File: src/rtl/ldpc_parity_packer.sv
// Serial-to-byte packer for LDPC encoder output: gathers bits MSB first into bytes
// and frames them with start/end flags for a frame of 45*(q-1) bytes.
module ldpc_parity_packer (
    input  logic       clk,
    input  logic       rst,
    input  logic [7:0] cfg_q,
    input  logic       cfg_load,
    input  logic       src_bits,
    input  logic       src_valid,
    output logic       src_ready,
    output logic [7:0] dst_byte,
    output logic       dst_valid,
    input  logic       dst_ready,
    output logic       dst_start_frame,
    output logic       dst_end_frame,
    output logic       frame_done,
    output logic       cfg_err
);

    typedef enum logic [1:0] {
        IDLE,
        RUN,
        DONE
    } state_t;

    state_t      state_q, state_d;
    logic [2:0]  bit_cnt_q, bit_cnt_d;
    logic [12:0] byte_cnt_q, byte_cnt_d;
    logic [12:0] byte_total_q, byte_total_d;
    logic [7:0]  shift_q, shift_d;
    logic [7:0]  dst_byte_q, dst_byte_d;
    logic        dst_valid_q, dst_valid_d;
    logic        start_q, start_d;
    logic        end_q, end_d;
    logic        frame_done_q, frame_done_d;
    logic        cfg_err_q, cfg_err_d;

    logic        bit_xfer;
    logic        byte_xfer;
    logic        all_assembled;

    assign all_assembled = (byte_cnt_q == byte_total_q);

    // The 8th bit may only be taken if the output slot is free or emptying this cycle.
    assign src_ready = (state_q == RUN) && !all_assembled &&
                       !((bit_cnt_q == 3'd7) && dst_valid_q && !dst_ready);

    assign bit_xfer  = src_valid && src_ready;
    assign byte_xfer = dst_valid_q && dst_ready;

    always_comb begin
        // NOTE: every _d gets a default first so no path through the case infers a latch.
        state_d      = state_q;
        bit_cnt_d    = bit_cnt_q;
        byte_cnt_d   = byte_cnt_q;
        byte_total_d = byte_total_q;
        shift_d      = shift_q;
        dst_byte_d   = dst_byte_q;
        dst_valid_d  = dst_valid_q;
        start_d      = start_q;
        end_d        = end_q;
        frame_done_d = 1'b0;
        cfg_err_d    = cfg_err_q;

        case (state_q)
            IDLE: begin
                if (cfg_load) begin
                    if (cfg_q < 8'd2) begin
                        cfg_err_d = 1'b1;
                    end else begin
                        cfg_err_d    = 1'b0;
                        byte_total_d = 13'(cfg_q - 8'd1) * 13'd45;
                        bit_cnt_d    = 3'd0;
                        byte_cnt_d   = 13'd0;
                        shift_d      = 8'h00;
                        state_d      = RUN;
                    end
                end
            end
            RUN: begin
                if (byte_xfer) begin
                    dst_valid_d = 1'b0;
                    if (end_q) begin
                        state_d      = DONE;
                        frame_done_d = 1'b1;
                    end
                end
                if (bit_xfer) begin
                    shift_d   = {shift_q[6:0], src_bits};
                    bit_cnt_d = bit_cnt_q + 3'd1;
                    // A new byte may overwrite the slot on the same edge the old one leaves.
                    if (bit_cnt_q == 3'd7) begin
                        dst_byte_d  = {shift_q[6:0], src_bits};
                        dst_valid_d = 1'b1;
                        start_d     = (byte_cnt_q == 13'd0);
                        end_d       = (byte_cnt_q == byte_total_q - 13'd1);
                        byte_cnt_d  = byte_cnt_q + 13'd1;
                    end
                end
            end
            DONE: begin
                state_d = IDLE;
            end
            default: begin
                state_d = IDLE;
            end
        endcase
    end

    always_ff @(posedge clk) begin
        // NOTE: sequential state uses non-blocking assignments so all flops update together.
        if (rst) begin
            state_q      <= IDLE;
            bit_cnt_q    <= 3'd0;
            byte_cnt_q   <= 13'd0;
            byte_total_q <= 13'd0;
            shift_q      <= 8'h00;
            dst_byte_q   <= 8'h00;
            dst_valid_q  <= 1'b0;
            start_q      <= 1'b0;
            end_q        <= 1'b0;
            frame_done_q <= 1'b0;
            cfg_err_q    <= 1'b0;
        end else begin
            state_q      <= state_d;
            bit_cnt_q    <= bit_cnt_d;
            byte_cnt_q   <= byte_cnt_d;
            byte_total_q <= byte_total_d;
            shift_q      <= shift_d;
            dst_byte_q   <= dst_byte_d;
            dst_valid_q  <= dst_valid_d;
            start_q      <= start_d;
            end_q        <= end_d;
            frame_done_q <= frame_done_d;
            cfg_err_q    <= cfg_err_d;
        end
    end

    assign dst_byte        = dst_byte_q;
    assign dst_valid       = dst_valid_q;
    assign dst_start_frame = start_q;
    assign dst_end_frame   = end_q;
    assign frame_done      = frame_done_q;
    assign cfg_err         = cfg_err_q;

endmodule

File: config.mk
export PLATFORM = sky130hd
export DESIGN_NAME = ldpc_parity_packer
export DESIGN_NICKNAME = d
export VERILOG_FILES = /design/src/rtl/ldpc_parity_packer.sv
export SDC_FILE = /design/constraint.sdc
export NUM_CORES = 1
export LEC_CHECK = 0
export BUFFER_PORTS_ARGS = -buffer_cell sky130_fd_sc_hd__buf_2
export CAP_MARGIN = 20
export CELL_PAD_IN_SITES_DETAIL_PLACEMENT = 1
export CELL_PAD_IN_SITES_GLOBAL_PLACEMENT = 1
export CORE_AREA = 10 10 107 109
export DETAILED_ROUTE_END_ITERATION = 12
export DIE_AREA = 0 0 117 119
export PLACE_DENSITY = 0.79
export SLEW_MARGIN = 20
export SYNTH_ARGS = -nofsm -noshare
export SYNTH_HDL_FRONTEND = slang
export SYNTH_SLANG_ARGS = --single-unit
File: constraint.sdc
create_clock -name clk -period 4.26 [get_ports clk]
set_clock_uncertainty 0.15 [all_clocks]
set_input_delay 0 -clock clk [delete_from_list [all_inputs] [get_ports clk]]
set_output_delay 0 -clock clk [all_outputs]
set_load 0.1 [all_outputs]
# After elaboration in Yosys (flattened, before gate mapping)
# Cells that the tools add are included.
dict set report op_classes {
  n_mul 1
  bitwise_logic 3
  n_eq_ne 10
  reduce_logical 19
  magnitude_cmp 1
  n_addsub 4
  muxes 23
}
# operator n
set ops {}
lappend ops {{2-to-1 mux 13 bit} 4}
lappend ops {{== test 13 bit} 2}
lappend ops {{case mux 13 bit (2 select lines)} 1}
lappend ops {{2-to-1 mux 7 bit} 3}
lappend ops {{case mux 7 bit (2 select lines)} 1}
lappend ops {{adder 13 x 1 -> 13 bit (second input constant)} 1}
lappend ops {{zero test 13 bit} 1}
lappend ops {{multiplier 9 x 7 -> 13 bit (second input constant)} 1}
lappend ops {{subtractor 13 x 1 -> 13 bit (second input constant)} 1}
lappend ops {{!= test 2 bit (second input constant)} 5}
lappend ops {{2-to-1 mux 3 bit} 3}
lappend ops {{subtractor 8 x 1 -> 9 bit (second input constant)} 1}
lappend ops {{< comparator 8 x 2 -> 1 bit (second input constant)} 1}
lappend ops {{2-to-1 mux 2 bit} 4}
lappend ops {{AND reduction 4 bit} 2}
lappend ops {{logical AND 1 bit} 6}
lappend ops {{case mux 3 bit (2 select lines)} 1}
lappend ops {{AND reduction 3 bit} 2}
lappend ops {{2-to-1 mux 1 bit} 5}
lappend ops {{AND reduction 5 bit} 1}
lappend ops {{case mux 2 bit (2 select lines)} 1}
lappend ops {{adder 3 x 1 -> 3 bit (second input constant)} 1}
lappend ops {{== test 3 bit (second input constant)} 1}
lappend ops {{zero test 1 bit} 3}
lappend ops {{other kinds (7)} 9}
dict set report word_totals {
  inputBits 14
  regBits 51
}

# Longest topological paths before layout
dict set report logic_depth {
  word_depth 8
  ltp_mapped 18
  mapped_depth_nobuf 18
}

# Worst setup path before layout
# Ideal clock, no wire load.
dict set report synth_timing {
  path_type {in2reg}
  from {in cfg_q[0]}
  to {reg byte_total_q[11]}
  stages 17
  t_arrival_ns 3.958
  slack_ns 0.030
  path_cell_list {inv_1 -> ha_1 -> nand2_1 -> or3_1 -> xnor2_1 -> ha_1 -> ha_1 -> fa_1 -> inv_1 -> fa_1 -> inv_1 -> ha_1 -> nand2_1 -> o21ai_0 -> o41ai_1 -> nor4_1 -> a311o_1}
}
dict set report synth_between {
  elab_chain_cells 3
}
# element line_no
set synth_lines {}
lappend synth_lines {{start, declared} 6} ;# input logic [7:0] cfg_q,
lappend synth_lines {{branches (longest 3 deep; another with multiplier 9 x 7 -> 13 bit)} --}
lappend synth_lines {{end signal, assigned} 128} ;# byte_total_q <= byte_total_d;
lappend synth_lines {{end, declared} 29} ;# logic [12:0] byte_total_q, byte_total_d;
# Several ways; the timed one is not identified.
# A chain may end at the register's enable or synchronous reset.

# Worst setup path in the final report
# Same ends and word-level chain as after synthesis.

==> results.txt <==
Class of the tightest hold or removal check -> in -> reg
Register clock-pin slew on the reported worst setup and hold paths -> 100 ps
Number of CTS-inserted buffers -> 5
Setup slack on the worst flop-to-flop path -> 1380 ps
WL per Instance -> 17.6 µm
Synth async-reset ratio -> 0%
Arrival time at the worst endpoint -> 4190 ps
TritonRoute pass-1 iters -> 4
GPL Wtd Cong -> 0.845
H-tree depth -> 2
Pre-CTS setup slack -> -215 ps
FP Rows -> 36
First-pass GRT wire length -> 18200 µm
Final worst hold slack -> 21.1 ps
Final cycle utilization of the critical path -> 97.1%
Minimum setup slack in the final design -> 123 ps
DPL Wire Length -> 8110 µm
X dimension of the die -> 117 µm
Drt total wl -> 10600 µm
Largest net degree at the start of global routing -> 48
Via count of the routed design -> 3423
Clock tree from TritonCTS -> yes
Number of antenna violations at the first check in global routing -> 0
Outcome -> complete, no violations
Via density per instance -> 5.70
Cell count after synthesis -> 459
Seq/Total Area, Yosys -> 26.6%
Global routing usage summed across all routing layers -> 15.6%
Max-cap violations -> 0
Ratio of cells with drive above 1 in the final layout -> 13.6%
Initial DRC count -> 152
Data required, critical path -> 4320 ps
Peak clock frequency supported by timing -> 0.242 GHz
Residual DRC count -> 0
Diode count -> 0
Time the final worst path needs with I/O delays and setup -> 4140 ps
Number of distinct standard cells referenced by the synthesized netlist -> 62
Syn Area/Cell -> 8.35 µm²
Count of filler cells inserted in the layout -> 1157
Floorplan Core Area -> 0.00946 mm²
Number of max-slew violations in the final report -> 0
Mapped Nets -> 520
Number of enable flip-flop cells after synthesis -> 0
Hold violation total from the final report -> 0
Number of global-route vias before repair -> 3696
Total of flip-flops plus latches after synthesis -> 51
CP max FO -> 3
Initial Util -> 40.5%
Power after layout -> 1.70 mW
Leakage power figure -> 1.81 nW
Quantity of I/O buffers inserted on ports -> 27
CP Capture Type -> flop
Buffer levels on the longest clock path -> 2
Master cell of the clock root buffer -> sky130_fd_sc_hd__clkbuf_8
Top_reg_cell synth -> sky130_fd_sc_hd__dfxtp_1
Placement Cell Area -> 0.00411 mm²
Clock tree sinks -> 51
Nature of the critical path startpoint -> input pin
Height of the die -> 119 µm
Grt ovf -> 0
Design Area, Final -> 0.00426 mm²
Floorplan die area -> 0.0139 mm²
Area added between synthesis and finish -> 11.2%
Relative max-transition margin -> 56.6%
Setup TNS -> 0 ps
Total power divided by cell area -> 398 mW/mm²
Post-synthesis instance area -> 0.00383 mm²
Final setup violating endpoints -> 0
Io pins -> 28
YS warnings -> 0
Number of nets in the final layout -> 547
Classification of the worst setup path -> in -> reg
Clk Latency, worst-skew pair -> 310 ps
Peak supply drop -> 0.000229 V
Number of nets with antenna violations after routing -> 0
Transition time of the tightest slew-check pin -> 650 ps
==> flip-flops by register name (all words and copies together) (netlist names) <==
| signal | cells |
|---|---|
| byte_cnt_q | 13 |
| byte_total_q | 13 |
| dst_byte | 8 |
| shift_q | 7 |
| bit_cnt_q | 3 |
| state_q | 2 |
| cfg_err | 1 |
| dst_end_frame | 1 |
| dst_start_frame | 1 |
| dst_valid | 1 |
| frame_done | 1 |
==> metrics by stage <==
stage                     utilization (%)  std cells
after floorplan                         -        459
after global placement               43.5        590
after detailed placement             43.5        590
after CTS                            44.7        601
after global routing                 45.1        601
final                                45.1        601
==> area by class of cell <==
type,count,area [µm²],share of cell area (%)
Multi-Input combinational cell,338,2560,60.1
Tap cell,114,143,3.35
Timing Repair Buffer,46,285,6.69
Inverter,44,165,3.87
Clock inverter,2,16.3,0.381
Sequential cell,51,1020,23.9
Clock buffer,6,72.6,1.70
==> cell families after synthesis <==
logic type               share of synthesized area (%)
buffers and inverters                             7.50
AO/OA/AOI/OAI                                     18.4
multiplexers                                      2.38
XOR/XNOR                                          7.99
flip-flops                                        26.6
adder cells (fa/ha/maj)                           18.1
AND/OR/NAND/NOR                                   19.1
==> layout by cell type (no fill, tap or decap), types with 4 or more instances in the layout <==
master | Yosys | final
sky130_fd_sc_hd__nor4_1 | 8 | 8
sky130_fd_sc_hd__nand2b_1 | 4 | 4
sky130_fd_sc_hd__nor3_1 | 14 | 14
sky130_fd_sc_hd__o21ai_0 | 11 | 10
sky130_fd_sc_hd__fa_1 | 14 | 14
sky130_fd_sc_hd__nor2_1 | 27 | 27
sky130_fd_sc_hd__o211ai_1 | 8 | 8
sky130_fd_sc_hd__clkbuf_8 | 0 | 5
sky130_fd_sc_hd__a311oi_1 | 8 | 8
sky130_fd_sc_hd__xor2_1 | 11 | 11
sky130_fd_sc_hd__nand4_1 | 6 | 6
sky130_fd_sc_hd__nand3_1 | 19 | 19
sky130_fd_sc_hd__inv_1 | 44 | 44
sky130_fd_sc_hd__buf_2 | 9 | 27
sky130_fd_sc_hd__ha_1 | 33 | 32
sky130_fd_sc_hd__a211oi_1 | 7 | 7
sky130_fd_sc_hd__nor2b_1 | 5 | 5
sky130_fd_sc_hd__and3_1 | 4 | 4
sky130_fd_sc_hd__or3_1 | 5 | 4
sky130_fd_sc_hd__buf_4 | 1 | 16
sky130_fd_sc_hd__dfxtp_1 | 51 | 51
sky130_fd_sc_hd__nand2_1 | 42 | 40
sky130_fd_sc_hd__xnor2_1 | 24 | 23
sky130_fd_sc_hd__a21oi_1 | 31 | 30
sky130_fd_sc_hd__mux2i_1 | 8 | 8
==> critical path, stage by stage <==
cell,delay [ps]
sky130_fd_sc_hd__buf_2,110
sky130_fd_sc_hd__inv_1,90
sky130_fd_sc_hd__ha_2,230
sky130_fd_sc_hd__nand2_2,90
sky130_fd_sc_hd__or3_4,350
sky130_fd_sc_hd__xnor2_2,150
sky130_fd_sc_hd__ha_1,310
sky130_fd_sc_hd__ha_1,340
sky130_fd_sc_hd__fa_1,580
sky130_fd_sc_hd__inv_1,70
sky130_fd_sc_hd__fa_1,500
sky130_fd_sc_hd__inv_1,40
sky130_fd_sc_hd__ha_1,320
sky130_fd_sc_hd__nand2_1,130
sky130_fd_sc_hd__o21ai_1,130
sky130_fd_sc_hd__o41ai_2,360
sky130_fd_sc_hd__nor4_1,80
sky130_fd_sc_hd__a311o_1,330
==> what timing repair did <==
action / 4_1_cts / 5_1_grt
setup buffers: 0 / 0
hold endpoints to repair: 7 / 0
resized for setup: 0 / 8
hold buffers: 3 / 0
endpoints found under the setup margin: 0 / 2
==> worst paths after layout <==
path              cells past startpoint                to       startpoint
setup / recovery                     18  byte_total_q[11]         cfg_q[0]
hold / removal                        4        shift_q[2]        src_valid
setup reg to reg                      8     byte_cnt_q[4]     bit_cnt_q[0]
hold reg to reg                       2   dst_start_frame  dst_start_frame
==> cell usage after synthesis (3+ instances only) <==
master	instances	share of area, %
sky130_fd_sc_hd__o211a_1	3	0.78
sky130_fd_sc_hd__and3_1	4	0.65
sky130_fd_sc_hd__o21ai_0	11	1.4
sky130_fd_sc_hd__nor4_1	8	1.3
sky130_fd_sc_hd__ha_1	33	11
sky130_fd_sc_hd__nand4_1	6	0.98
sky130_fd_sc_hd__nor2b_1	5	0.82
sky130_fd_sc_hd__dfxtp_1	51	27
sky130_fd_sc_hd__o21a_1	3	0.59
sky130_fd_sc_hd__a311oi_1	8	1.8
sky130_fd_sc_hd__a211oi_1	7	1.4
sky130_fd_sc_hd__buf_2	9	1.2
sky130_fd_sc_hd__clkbuf_1	12	1.2
sky130_fd_sc_hd__or3_1	5	0.82
sky130_fd_sc_hd__mux2i_1	8	2.1
sky130_fd_sc_hd__a21oi_1	31	4.0
sky130_fd_sc_hd__inv_1	44	4.3
sky130_fd_sc_hd__and4_1	3	0.69
sky130_fd_sc_hd__nor2_1	27	2.6
sky130_fd_sc_hd__nor3_1	14	1.8
sky130_fd_sc_hd__o211ai_1	8	1.6
sky130_fd_sc_hd__fa_1	14	7.3
sky130_fd_sc_hd__xnor2_1	24	5.5
sky130_fd_sc_hd__nand2_1	42	4.1
sky130_fd_sc_hd__nand3_1	19	2.5
sky130_fd_sc_hd__nand2b_1	4	0.65
sky130_fd_sc_hd__xor2_1	11	2.5
sky130_fd_sc_hd__a31oi_1	3	0.49
==> layer usage <==
| layer | routed length, µm | vias to the layer above | track usage, % |
|---|---|---|---|
| met3 | 282 | 10 | 2.21 |
| met4 | 97 | 0 | 2.86 |
| li1 | - | 1670 | - |
| met5 | 0 | - | 0 |
| met1 | 4880 | 1699 | 19.9 |
| met2 | 5330 | 44 | 27.1 |
==> power breakdown <==
group          leakage (nW)  internal [mW]  switching (mW)
combinational          1.36          0.350           0.497
sequential            0.414          0.510          0.0498
clock                0.0418          0.119           0.173
Note: power is estimated with default switching activity, not from simulation.
